$ cat config.mk
export PLATFORM = sky130hd
export DESIGN_NAME = mux_2to1_4to1_flat
export DESIGN_NICKNAME = d
export VERILOG_FILES = /design/src/rtl/mux_2to1_4to1_if.sv /design/src/rtl/mux_2to1_4to1.sv /design/src/flat_wrapper.sv
export SDC_FILE = /design/constraint.sdc
export NUM_CORES = 1
export LEC_CHECK = 0
export BUFFER_PORTS_ARGS = -buffer_cell sky130_fd_sc_hd__buf_2
export CAP_MARGIN = 10
export CORE_AREA = 2 2 39 41
export CTS_CLUSTER_SIZE = 28
export DETAILED_ROUTE_END_ITERATION = 10
export DIE_AREA = 0 0 41 43
export MAX_ROUTING_LAYER = met4
export PLACE_DENSITY_LB_ADDON = 0.12
export RECOVER_POWER = 100
export SETUP_SLACK_MARGIN = 0.5
export SYNTH_ARGS = -nofsm -noshare
export SYNTH_HDL_FRONTEND = slang
export SYNTH_SLANG_ARGS = --single-unit
$ cat constraint.sdc
create_clock -name clk -period 1.4 [get_ports clk]
set_clock_uncertainty 0.2 [all_clocks]
set_input_delay 0.14 -clock clk [delete_from_list [all_inputs] [get_ports clk]]
set_output_delay 0.14 -clock clk [all_outputs]
set_load 0.005 [all_outputs]
$ cat src/rtl/mux_2to1_4to1_if.sv
// Bundle of select inputs, data inputs and mux results for the 2:1 / 4:1 / 8:1 selector cell.
// The master side drives data, selects and load enable; the slave side returns results.
interface mux_2to1_4to1_if #(
  parameter int WIDTH = 1
);
  logic               en;
  logic [2*WIDTH-1:0] in2;
  logic               sel2;
  logic [WIDTH-1:0]   out2;
  logic [4*WIDTH-1:0] in4;
  logic [1:0]         sel4;
  logic [WIDTH-1:0]   out4;
  logic [8*WIDTH-1:0] in8;
  logic [2:0]         sel8;
  logic [WIDTH-1:0]   out8;
  logic [WIDTH-1:0]   q2;
  logic [WIDTH-1:0]   q4;
  logic [WIDTH-1:0]   q8;

  modport master (
    output en, in2, sel2, in4, sel4, in8, sel8,
    input  out2, out4, out8, q2, q4, q8
  );

  modport slave (
    input  en, in2, sel2, in4, sel4, in8, sel8,
    output out2, out4, out8, q2, q4, q8
  );
endinterface

$ cat src/rtl/mux_2to1_4to1.sv
// Lane-parallel 2:1, 4:1 and tree-built 8:1 selectors with combinational results and
// enable-gated registered copies. Input j of lane k lives at bit j*WIDTH+k.
module mux_2to1_4to1 #(
  parameter int WIDTH = 1
) (
  input logic                clk,
  input logic                reset,
  mux_2to1_4to1_if.slave     bus
);

  logic [WIDTH-1:0] out2_w;
  logic [WIDTH-1:0] out4_w;
  logic [WIDTH-1:0] out8_w;
  logic [WIDTH-1:0] q2_reg;
  logic [WIDTH-1:0] q4_reg;
  logic [WIDTH-1:0] q8_reg;

  // Pure selects: a known select with known chosen data never depends on the other inputs.
  function automatic logic mux2(input logic a0, input logic a1, input logic s);
    return s ? a1 : a0;
  endfunction

  function automatic logic mux4(input logic [3:0] d, input logic [1:0] s);
    return mux2(mux2(d[0], d[1], s[0]), mux2(d[2], d[3], s[0]), s[1]);
  endfunction

  for (genvar gi = 0; gi < WIDTH; gi++) begin : g_lane
    logic [3:0] d4;
    logic [3:0] lo_d;
    logic [3:0] hi_d;
    logic       lo_sel;
    logic       hi_sel;

    for (genvar gj = 0; gj < 4; gj++) begin : g_gather
      assign d4[gj]   = bus.in4[gj*WIDTH + gi];
      assign lo_d[gj] = bus.in8[gj*WIDTH + gi];
      assign hi_d[gj] = bus.in8[(gj+4)*WIDTH + gi];
    end

    assign out2_w[gi] = mux2(bus.in2[gi], bus.in2[WIDTH + gi], bus.sel2);
    assign out4_w[gi] = mux4(d4, bus.sel4);

    // 8:1 is two 4:1 stages on sel8[1:0] feeding a 2:1 stage on sel8[2].
    assign lo_sel     = mux4(lo_d, bus.sel8[1:0]);
    assign hi_sel     = mux4(hi_d, bus.sel8[1:0]);
    assign out8_w[gi] = mux2(lo_sel, hi_sel, bus.sel8[2]);
  end

  always_ff @(posedge clk) begin
    if (reset) begin
      q2_reg <= '0;
      q4_reg <= '0;
      q8_reg <= '0;
    end else if (bus.en) begin
      q2_reg <= out2_w;
      q4_reg <= out4_w;
      q8_reg <= out8_w;
    end
  end

  assign bus.out2 = out2_w;
  assign bus.out4 = out4_w;
  assign bus.out8 = out8_w;
  assign bus.q2   = q2_reg;
  assign bus.q4   = q4_reg;
  assign bus.q8   = q8_reg;

endmodule

$ cat src/flat_wrapper.sv
// flat-port wrapper written by rule: the top's interface ports become plain ports
module mux_2to1_4to1_flat 
#(
  parameter int WIDTH = 1
)
  (clk, reset, bus_en, bus_in2, bus_sel2, bus_in4, bus_sel4, bus_in8, bus_sel8, bus_out2, bus_out4, bus_out8, bus_q2, bus_q4, bus_q8);
  mux_2to1_4to1_if #(.WIDTH(WIDTH)) bus_i ();
  input logic clk;
  input logic reset;
  input wire logic [$bits(bus_i.en)-1:0] bus_en;
  input wire logic [$bits(bus_i.in2)-1:0] bus_in2;
  input wire logic [$bits(bus_i.sel2)-1:0] bus_sel2;
  input wire logic [$bits(bus_i.in4)-1:0] bus_in4;
  input wire logic [$bits(bus_i.sel4)-1:0] bus_sel4;
  input wire logic [$bits(bus_i.in8)-1:0] bus_in8;
  input wire logic [$bits(bus_i.sel8)-1:0] bus_sel8;
  output wire logic [$bits(bus_i.out2)-1:0] bus_out2;
  output wire logic [$bits(bus_i.out4)-1:0] bus_out4;
  output wire logic [$bits(bus_i.out8)-1:0] bus_out8;
  output wire logic [$bits(bus_i.q2)-1:0] bus_q2;
  output wire logic [$bits(bus_i.q4)-1:0] bus_q4;
  output wire logic [$bits(bus_i.q8)-1:0] bus_q8;
  assign bus_i.en = bus_en;
  assign bus_i.in2 = bus_in2;
  assign bus_i.sel2 = bus_sel2;
  assign bus_i.in4 = bus_in4;
  assign bus_i.sel4 = bus_sel4;
  assign bus_i.in8 = bus_in8;
  assign bus_i.sel8 = bus_sel8;
  assign bus_out2 = bus_i.out2;
  assign bus_out4 = bus_i.out4;
  assign bus_out8 = bus_i.out8;
  assign bus_q2 = bus_i.q2;
  assign bus_q4 = bus_i.q4;
  assign bus_q8 = bus_i.q8;
  mux_2to1_4to1 #(.WIDTH(WIDTH)) u_core (.clk(clk), .reset(reset), .bus(bus_i));
endmodule
After elaboration in Yosys (flattened, before gate mapping)
Cells that the tools add are included.
{ "word_totals": {"register_bits": 3, "inputBits": 23, "out_inout_bits": 6, "elab_cells": 14} }
{ "op_classes": {"n_mux": 11} }
{ "ops": {"columns": ["op", "n"], "rows": [
  ["$mux 1", 11]
]} }

Depth between registers and ports, before layout
Gate-level depths: netlist of the first run.
{ "depth": {"word_depth": 3, "ltp_mapped": 4, "ltp_nobuf": 3} }

Worst setup path after synthesis of the first run
No wires, ideal clock.
{ "synth_timing": {"path_type": "input-to-reg", "from": "input port bus_sel8[0]", "to": "register u_core.q8_reg, in the netlist u_core.bus.q8", "n_path_buf": 1, "stages": 4, "required_ns": 1.121, "setup_ns": 0.079, "t_arrival_ns": 1.067, "slack_ns": 0.053, "cell_sequence": "clkbuf_2 > mux2i_1 > mux4_2 > a211oi_2"} }
{ "synth_between": {"elab_chain_len": 3} }
{ "synth_rtl": {"columns": ["element", "line_no", "source"], "rows": [
  ["start, declared", "flat_wrapper.sv:16", "input wire logic [$bits(bus_i.sel8)-1:0] bus_sel8;"],
  ["$mux 1 (2 in series)", "mux_2to1_4to1.sv:20", "return s ? a1 : a0;"],
  ["$mux 1 (*)", "mux_2to1_4to1.sv:20", null],
  ["end signal, assigned", "mux_2to1_4to1.sv:57", "q8_reg <= out8_w;"],
  ["end, declared", "mux_2to1_4to1.sv:16", "logic [WIDTH-1:0] q8_reg;"]
]} }
Every way passes the cells marked *; elsewhere a longest branch is shown, timed or not.
A chain may end at the register's enable or synchronous reset.

Final worst setup path of the first run
{ "layout_timing": {"from": "input port bus_sel8[0]", "to": "output port bus_out8"} }
{ "layout_between": {"elab_chain_len": 3} }
{ "layout_rtl": {"columns": ["element", "line_no", "source"], "rows": [
  ["$mux 1 (2 in series)", "mux_2to1_4to1.sv:20", null],
  ["$mux 1 (*)", "mux_2to1_4to1.sv:20", null],
  ["end, declared", "flat_wrapper.sv:19", "output wire logic [$bits(bus_i.out8)-1:0] bus_out8;"]
]} }
Marks and branches as above.

==> results of run 1 <==
## stage by stage
step	setup WS, ns	TNS [ns]	cells
6_report	0.0540	0	67
5_1_grt	0.0109	0	67
4_1_cts	0.0478	0	67
3_5_place_dp	-0.0314	-0.0314	61
3_3_place_gp	0.0143	0	61
2_1_floorplan	0.108	0	18
## Yosys cell counts
cell	number	share of area
clkbuf_2	1	0.024
dfxtp_1	3	0.29
inv_1	1	0.018
a211oi_2	1	0.060
nor2_1	3	0.054
mux4_2	2	0.22
mux2i_1	6	0.29
mux2_2	1	0.054
## cell families (layout without fill, tap and decap cells)
kind of cell | after synthesis | after routing
flip-flops | 3 | 3
AO/OA/AOI/OAI | 1 | 1
AND/OR/NAND/NOR | 3 | 3
multiplexers | 9 | 9
buffers and inverters | 2 | 35
## power groups by stage
stage	registers [mW]	logic (mW)	clock network (mW)
6_report	0.0954	0.107	0.148
5_1_grt	0.0963	0.119	0.170
4_1_cts	0.0967	0.116	0.158
3_5_place_dp	0.0966	0.0924	0
3_3_place_gp	0.0966	0.0893	0
2_1_floorplan	0.0977	0.0423	0
## worst paths after layout
path,endpoint,from,slack (ns),cells past startpoint
max,bus_out8,bus_sel8[0],0.05,5
min,u_core.bus.q8,reset,-0.09,2
max reg2reg,u_core.bus.q8,u_core.bus.q8,0.59,2
min reg2reg,u_core.bus.q4,u_core.bus.q4,0.28,2
## cell type report
cell class | instances | area (sq um) | area share
inverters | 1 | 3.75 | 0.00880
well taps | 16 | 20.0 | 0.0469
multi-input cells | 13 | 144 | 0.337
flip-flops and latches | 3 | 60.1 | 0.141
repair buffers | 30 | 173 | 0.405
clock buffers | 4 | 26.3 | 0.0616
## repair_timing
item / 4_1_cts / 5_1_grt
endpoints found under the hold margin: 3 / 3
resized for setup: 11 / 0
endpoints found under the setup margin: 8 / 8
buffers inserted: 2 / 0
## metal layers
layer | wire (microns) | share of wire
met1 | 193 | 0.31
met2 | 366 | 0.58
met3 | 66 | 0.11
met4 | 0 | 0
met5 | 0 | 0
==> flow_summary.json, run 1 <==
{
  "synth_cells": 18,
  "gp_congestion": 0.705,
  "cp_data_required_time_ns": 1.06,
  "arrival_ns": 1.01,
  "io_buffers": 28,
  "met3_usage": 0.0314,
  "overflow": 0,
  "final_area_sq_um": 427,
  "maxCapViolations": 0,
  "fin_util": 0.308,
  "antenna_found_initial": 0,
  "synth_nets": 41,
  "area_growth_pct": 104,
  "fin_nets": 75,
  "avgSynthCellArea_sq_um": 11.6,
  "start_util": 0.151,
  "synth_area_sq_um": 209,
  "cp-end-kind": "output port",
  "insertion_delay_ns": 0.23,
  "clkTransAtPathRegs_ns": 0.03,
  "path_class": "in -> out",
  "layout_commonest_cell": "buf_2",
  "p_leak_nw": 0.233,
  "status": "finished, violations left",
  "fp.coreArea_sq_um": 1380,
  "top_usage_layer": "met2",
  "slew_violations": 0,
  "rows": 14,
  "drc_errors": 0,
  "grt_max_degree": 5,
  "setup-violations-final": 0,
  "cts_tree": "built",
  "grt_first_pass_wirelength_microns": 1030,
  "synthXorXnorAreaFrac": 0,
  "synth_cell_types": 8,
  "cpPeakStageDelay_ns": 0.48,
  "die_w_microns": 41,
  "finalHoldViolCount": 3,
  "synth_mux_area_frac": 0.557,
  "avgRoutedWirePerCell_microns": 9.34,
  "met1_usage": 0.0740,
  "synthAdderAreaFrac": 0,
  "p_per_area_nw_per_um2": 819,
  "ys_seq_elements": 3,
  "p_int_uw": 270,
  "cp_num_buf_inv": 3,
  "viasPerCell": 4.12,
  "grt_usage": 0.0936,
  "ys_seq_area_frac": 0.287,
  "slowest_stage": "mux4_2",
  "power_frac_comb": 0.305,
  "fin_crit_sh": 0.961,
  "drtPass1Iterations": 1,
  "crit_chain": "buf_8 -> mux2i_1 -> mux4_2 -> inv_1 -> buf_2",
  "cp_max_fo": 4,
  "fmax_mhz": 743,
  "htreeDepth": 1,
  "rsz0062_at_grt": "true",
  "synth_top_family_by_area": "multiplexers",
  "critPathTopFamily": "multiplexers",
  "ir_drop_v": 0.000313,
  "ant_nets": 0,
  "vias": 276,
  "ios": 29,
  "worst_setup_path_start_kind": "input port",
  "yosysWarnings": 0,
  "p_total_uw": 350,
  "clock_sinks": 3,
  "dp_hpwl_microns": 558,
  "swShare": 0.227,
  "min_period_ns": 1.35,
  "violations": "negative hold slack",
  "grt_use_met2": 0.156,
  "grt_pass1_vias": 266,
  "cts_buffers": 3,
  "yosys.area_share.simple": 0.0539,
  "fin_hold_ws_ns": -0.0943,
  "drt-total-wl_microns": 626,
  "antennaDiodeCount": 0,
  "tightest_slew_ns": 0.138,
  "relSlewSlack": 0.906,
  "dieArea_sq_um": 1760,
  "hold_class": "in -> reg",
  "p_seq_frac": 0.273,
  "nFillCells": 165,
  "cts-root-buf": "clkbuf_4",
  "die_y_microns": 43,
  "clkPwrFrac": 0.422,
  "synth-compound-area-share": 0.0599,
  "drtIter0Drc": 0,
  "p_switching_uw": 79.4,
  "final_cell_mix": "buf_2, mux2i_1, clkbuf_4",
  "dpl-instance-area_sq_um": 368,
  "drive_gt1_frac": 0.686,
  "clk_path_buf_depth": 2
}
(Power assumes the default switching activity.)
==> run 2: changes to the inputs <==
--- a/config.mk
+++ b/config.mk
@@ -11,8 +11,9 @@
 export CTS_CLUSTER_SIZE = 28
 export DETAILED_ROUTE_END_ITERATION = 10
 export DIE_AREA = 0 0 41 43
+export GPL_TIMING_DRIVEN = 0
 export MAX_ROUTING_LAYER = met4
-export PLACE_DENSITY_LB_ADDON = 0.12
+export PLACE_DENSITY_LB_ADDON = 0.05
 export RECOVER_POWER = 100
 export SETUP_SLACK_MARGIN = 0.5
 export SYNTH_ARGS = -nofsm -noshare
==> constraint.sdc (replaced) <==
create_clock -name clk -period 1.4 [get_ports clk]
set_clock_uncertainty 0.2 [all_clocks]
set_input_delay 0.21 -clock clk [delete_from_list [all_inputs] [get_ports clk]]
set_output_delay 0.21 -clock clk [all_outputs]
set_load 0.005 [all_outputs]
==> run 2 against run 1 <==
The flow finishes with violations (negative hold slack, negative setup slack). Critical path type unchanged. Die area stayed put. Largest cell class unchanged. Setup slack worse by 0.18 ns. Highest routed layer is now met4. First-iteration DRC count is 5 higher.
==> flow_summary.json, run 2 (synthesis results as in run 1) <==
{
  "status": "finished, violations left",
  "violations": "negative hold slack, negative setup slack",
  "p_switching_uw": 86.3,
  "path_class": "in -> out",
  "drive_gt1_frac": 0.698,
  "finalHoldViolCount": 3,
  "finalWorstSetupSlack_ns": -0.123,
  "final_cell_mix": "buf_2, mux2i_1, buf_6",
  "dpl-instance-area_sq_um": 377,
  "clkTransAtPathRegs_ns": 0.04,
  "clkPwrFrac": 0.407,
  "crit_chain": "clkbuf_16 -> mux2i_1 -> mux4_2 -> inv_2 -> buf_6",
  "dp_hpwl_microns": 610,
  "dieArea_sq_um": 1760,
  "cpPeakStageDelay_ns": 0.51,
  "clk_path_buf_depth": 2,
  "post-place-ws_ns": -0.134,
  "cp-end-kind": "output port",
  "area_growth_pct": 123,
  "power_frac_comb": 0.333,
  "ios": 29,
  "arrival_ns": 1.11,
  "rsz0062_at_grt": "true",
  "worstHoldStart": "reset",
  "p_leak_nw": 0.251,
  "grt_max_degree": 5,
  "overflow": 0,
  "cts-root-buf": "clkbuf_4",
  "final_area_sq_um": 465,
  "fin_nets": 77,
  "maxCapViolations": 0,
  "cp_max_fo": 4,
  "gp_congestion": 0.578,
  "slew_violations": 0,
  "htreeDepth": 1,
  "fin_crit_sh": 1.09,
  "vias": 288,
  "relSlewSlack": 0.908,
  "io_buffers": 27,
  "antennaDiodeCount": 0,
  "drc_errors": 0,
  "p_per_area_nw_per_um2": 791,
  "fin_hold_ws_ns": -0.0225,
  "viasPerCell": 4.17,
  "grt_first_pass_wirelength_microns": 1120,
  "setup-violations-final": 2,
  "die_w_microns": 41,
  "slowest_stage": "mux4_2",
  "swShare": 0.234,
  "fp.coreArea_sq_um": 1380,
  "die_y_microns": 43,
  "cts_buffers": 3,
  "fmax_mhz": 657,
  "antenna_found_initial": 0,
  "cts_tree": "built",
  "crit_start": "bus_sel8[0]",
  "p_seq_frac": 0.260,
  "ir_drop_v": 0.000164,
  "avgRoutedWirePerCell_microns": 10.3,
  "rows": 14,
  "grt_usage": 0.103,
  "drt-total-wl_microns": 711,
  "layout_commonest_cell": "buf_2",
  "start_util": 0.151,
  "tightest_slew_ns": 0.135,
  "drtPass1Iterations": 4,
  "grt_pass1_vias": 313,
  "r2r_start": "u_core.bus.q2",
  "min_period_ns": 1.52,
  "clock_sinks": 3,
  "cp_data_required_time_ns": 0.99,
  "drtIter0Drc": 5,
  "worst_setup_path_start_kind": "input port",
  "insertion_delay_ns": 0.23,
  "ant_nets": 0,
  "fin_util": 0.336,
  "hold_class": "in -> reg",
  "p_int_uw": 282
}
run 2: cell types whose count changed in the layout (fill, tap and decap cells not counted), sizes merged:
cell         delta
buf             +2
clkbuf          -1
dlygate4sd2     +1
run 2: cell type report:
type                            count  area, sq um
Sequential cell                     3         60.1
Tap cell                           16         20.0
Fill cell                         153          918
Multi-Input combinational cell     13          140
Timing Repair Buffer               31          190
Buffer                              1         25.0
Clock buffer                        4         26.3
Inverter                            1         3.75
run 2: metrics by stage:
stage           TNS, ns  power, mW  instances  hold slack (ns)
2_1_floorplan  -0.00555      0.141         18           0.0746
3_3_place_gp     -0.120      0.188         61            0.212
3_5_place_dp     -0.184      0.193         61            0.222
4_1_cts          -0.119      0.374         68          -0.0346
5_1_grt          -0.257      0.396         69          -0.0221
6_report         -0.172      0.368         69          -0.0225
run 2: worst paths after layout:
path	slack, ns	endpoint	cells past startpoint
setup / recovery	-0.12	bus_out8	5
hold / removal	-0.02	u_core.bus.q8	2
setup reg to reg	0.48	u_core.bus.q2	3
hold reg to reg	0.30	u_core.bus.q4	2
run 2: per-layer routing:
| metal | GRT usage | up-vias | routed length, microns |
|---|---|---|---|
| li1 | - | 137 | - |
| met1 | 0.0680 | 135 | 190 |
| met2 | 0.181 | 14 | 448 |
| met3 | 0.0157 | 2 | 46 |
| met4 | 0.120 | 0 | 27 |
| met5 | - | - | 0 |
run 2: power by group through the flow:
stage	sequential, mW	combinational [mW]	clock (mW)
2_1_floorplan	0.0977	0.0431	0
3_3_place_gp	0.0966	0.0917	0
3_5_place_dp	0.0973	0.0957	0
4_1_cts	0.0971	0.120	0.157
5_1_grt	0.0965	0.134	0.166
6_report	0.0958	0.122	0.150
run 2: what timing repair did:
action	4_1_cts	5_1_grt
endpoints found under the setup margin	8	9
gates resized for setup	9	1
hold endpoints to repair	3	3
pin swaps	1	1
setup buffers	3	1
run 2: critical path: cells and delay by family:
family   cells  cell delay (ns)
mux          2             0.62
buf+inv      3             0.28
==> run 3: changes to the inputs <==
--- a/config.mk
+++ b/config.mk
@@ -13,7 +13,7 @@
 export DIE_AREA = 0 0 41 43
 export GPL_TIMING_DRIVEN = 0
 export MAX_ROUTING_LAYER = met4
-export PLACE_DENSITY_LB_ADDON = 0.05
+export PLACE_DENSITY_LB_ADDON = 0.25
 export RECOVER_POWER = 100
 export SETUP_SLACK_MARGIN = 0.5
 export SYNTH_ARGS = -nofsm -noshare
==> run 3 against run 2 <==
The run still ends with negative hold slack, negative setup slack left. Combinational power increased by 4%. Global-route usage decreased by 1.6 points. Sequential power about the same. Via count decreased by 4.2%. Final cell count unchanged. Critical endpoint unchanged.
==> flow_summary.json, run 3 (synthesis results as in run 1) <==
{
  "grt_first_pass_wirelength_microns": 986,
  "slew_violations": 0,
  "p_total_uw": 381,
  "r2r_cells": 2,
  "dpl-instance-area_sq_um": 377,
  "rsz0062_at_grt": "true",
  "cp_num_buf_inv": 3,
  "cp-endpoint": "bus_out8",
  "grt_pass1_vias": 292,
  "finalHoldViolCount": 3,
  "relSlewSlack": 0.913,
  "slowest_stage": "mux4_2",
  "p_seq_frac": 0.252,
  "antenna_found_initial": 0,
  "cts_buffers": 3,
  "dieArea_sq_um": 1760,
  "antennaDiodeCount": 0,
  "gp_congestion": 0.609,
  "crit_start": "bus_sel8[0]",
  "p_leak_nw": 0.250,
  "swShare": 0.247,
  "ios": 29,
  "cp_data_required_time_ns": 0.99,
  "drt-total-wl_microns": 699,
  "cpPeakStageDelay_ns": 0.49,
  "setup-violations-final": 1,
  "p_per_area_nw_per_um2": 804,
  "fin_util": 0.343,
  "arrival_ns": 1.10,
  "status": "finished, violations left",
  "fin_nets": 77,
  "layout_commonest_cell": "buf_2",
  "overflow": 0,
  "final_cell_mix": "buf_2, buf_6, mux2i_1",
  "p_int_uw": 287,
  "crit_chain": "clkbuf_16 -> mux2i_1 -> mux4_2 -> inv_2 -> buf_2",
  "min_period_ns": 1.51,
  "r2r_slack_ns": 0.54,
  "area_growth_pct": 127,
  "avgRoutedWirePerCell_microns": 10.1,
  "finalWorstSetupSlack_ns": -0.108,
  "critPathTopFamily": "multiplexers",
  "path_class": "in -> out",
  "fmax_mhz": 663,
  "htreeDepth": 1,
  "r2r_start": "u_core.bus.q8",
  "grt_max_degree": 5,
  "die_y_microns": 43,
  "nFillCells": 147,
  "p_switching_uw": 94.3,
  "power_frac_comb": 0.333,
  "cts_tree": "built",
  "clk_path_buf_depth": 2,
  "fp.coreArea_sq_um": 1380,
  "r2r_end": "u_core.bus.q8",
  "grt_usage": 0.0874,
  "clkTransAtPathRegs_ns": 0.04,
  "drtPass1Iterations": 2,
  "drive_gt1_frac": 0.698,
  "final_area_sq_um": 474,
  "start_util": 0.151,
  "clkPwrFrac": 0.416,
  "violations": "negative hold slack, negative setup slack",
  "post-place-ws_ns": -0.144,
  "insertion_delay_ns": 0.24,
  "fin_crit_sh": 1.08,
  "drc_errors": 0,
  "viasPerCell": 4.00,
  "clock_sinks": 3,
  "die_w_microns": 41,
  "worst_setup_path_start_kind": "input port",
  "cp_max_fo": 4,
  "vias": 276,
  "maxCapViolations": 0,
  "fin_hold_ws_ns": -0.0316,
  "ir_drop_v": 0.000196,
  "crit_cells": 5,
  "hold_class": "in -> reg",
  "rows": 14,
  "tightest_slew_ns": 0.127,
  "cts-root-buf": "clkbuf_4",
  "io_buffers": 27,
  "cp-end-kind": "output port",
  "ant_nets": 0,
  "drtIter0Drc": 8
}
[run 3: changes by cell type in the layout (fill, tap and decap cells not counted), sizes merged]
cell,change
clkbuf,+1
dlygate4sd2,-1
[run 3: what timing repair did]
action	in CTS	in global routing
setup endpoints to repair	8	9
setup buffers	3	1
pin swaps	1	1
endpoints found under the hold margin	3	3
gates resized for setup	9	4
[run 3: final cells by class]
class                   count  area (sq um)  area share
clock buffers               4          26.3      0.0554
plain buffers               1          25.0      0.0528
flip-flops and latches      3          60.1       0.127
well taps                  16          20.0      0.0422
multi-input cells          13           140       0.296
inverters                   1          3.75     0.00792
repair buffers             31           199       0.420
[run 3: power by group through the flow]
stage | clock, mW | sequential [mW] | combinational [mW]
after CTS | 0.167 | 0.0965 | 0.123
after global placement | 0 | 0.0967 | 0.0938
after global routing | 0.175 | 0.0968 | 0.139
after floorplan | 0 | 0.0977 | 0.0431
after detailed placement | 0 | 0.0967 | 0.0947
final | 0.159 | 0.0960 | 0.127
[run 3: metrics by stage]
stage	instances	setup TNS, ns
6_report	69	-0.108
5_1_grt	69	-0.217
4_1_cts	68	-0.113
3_5_place_dp	61	-0.188
3_3_place_gp	61	-0.150
2_1_floorplan	18	-0.00555
[run 3: worst min-delay path by stage]
stage                from  cells past startpoint  slack, ns            end
floorplan           reset                      1       0.07  u_core.bus.q8
finish              reset                      2      -0.03  u_core.bus.q8
global route        reset                      2      -0.04  u_core.bus.q8
CTS                 reset                      2      -0.05  u_core.bus.q2
detailed placement  reset                      2       0.21  u_core.bus.q8
global placement    reset                      2       0.22  u_core.bus.q8
[run 3: routing by layer]
metal	vias up	wire [microns]	part of all wire	global-route usage
met5	-	0	0	-
met4	0	0	0	0.0800
met3	0	112	0.16	0.0157
met2	27	336	0.48	0.144
met1	113	251	0.36	0.0769
li1	136	-	-	-
[run 3: worst register-to-register path, cell delays in order, from the launching register on]
cell and delay [ns]:
dfxtp_1 0.34, nor2_1 0.06, a211oi_2 0.18
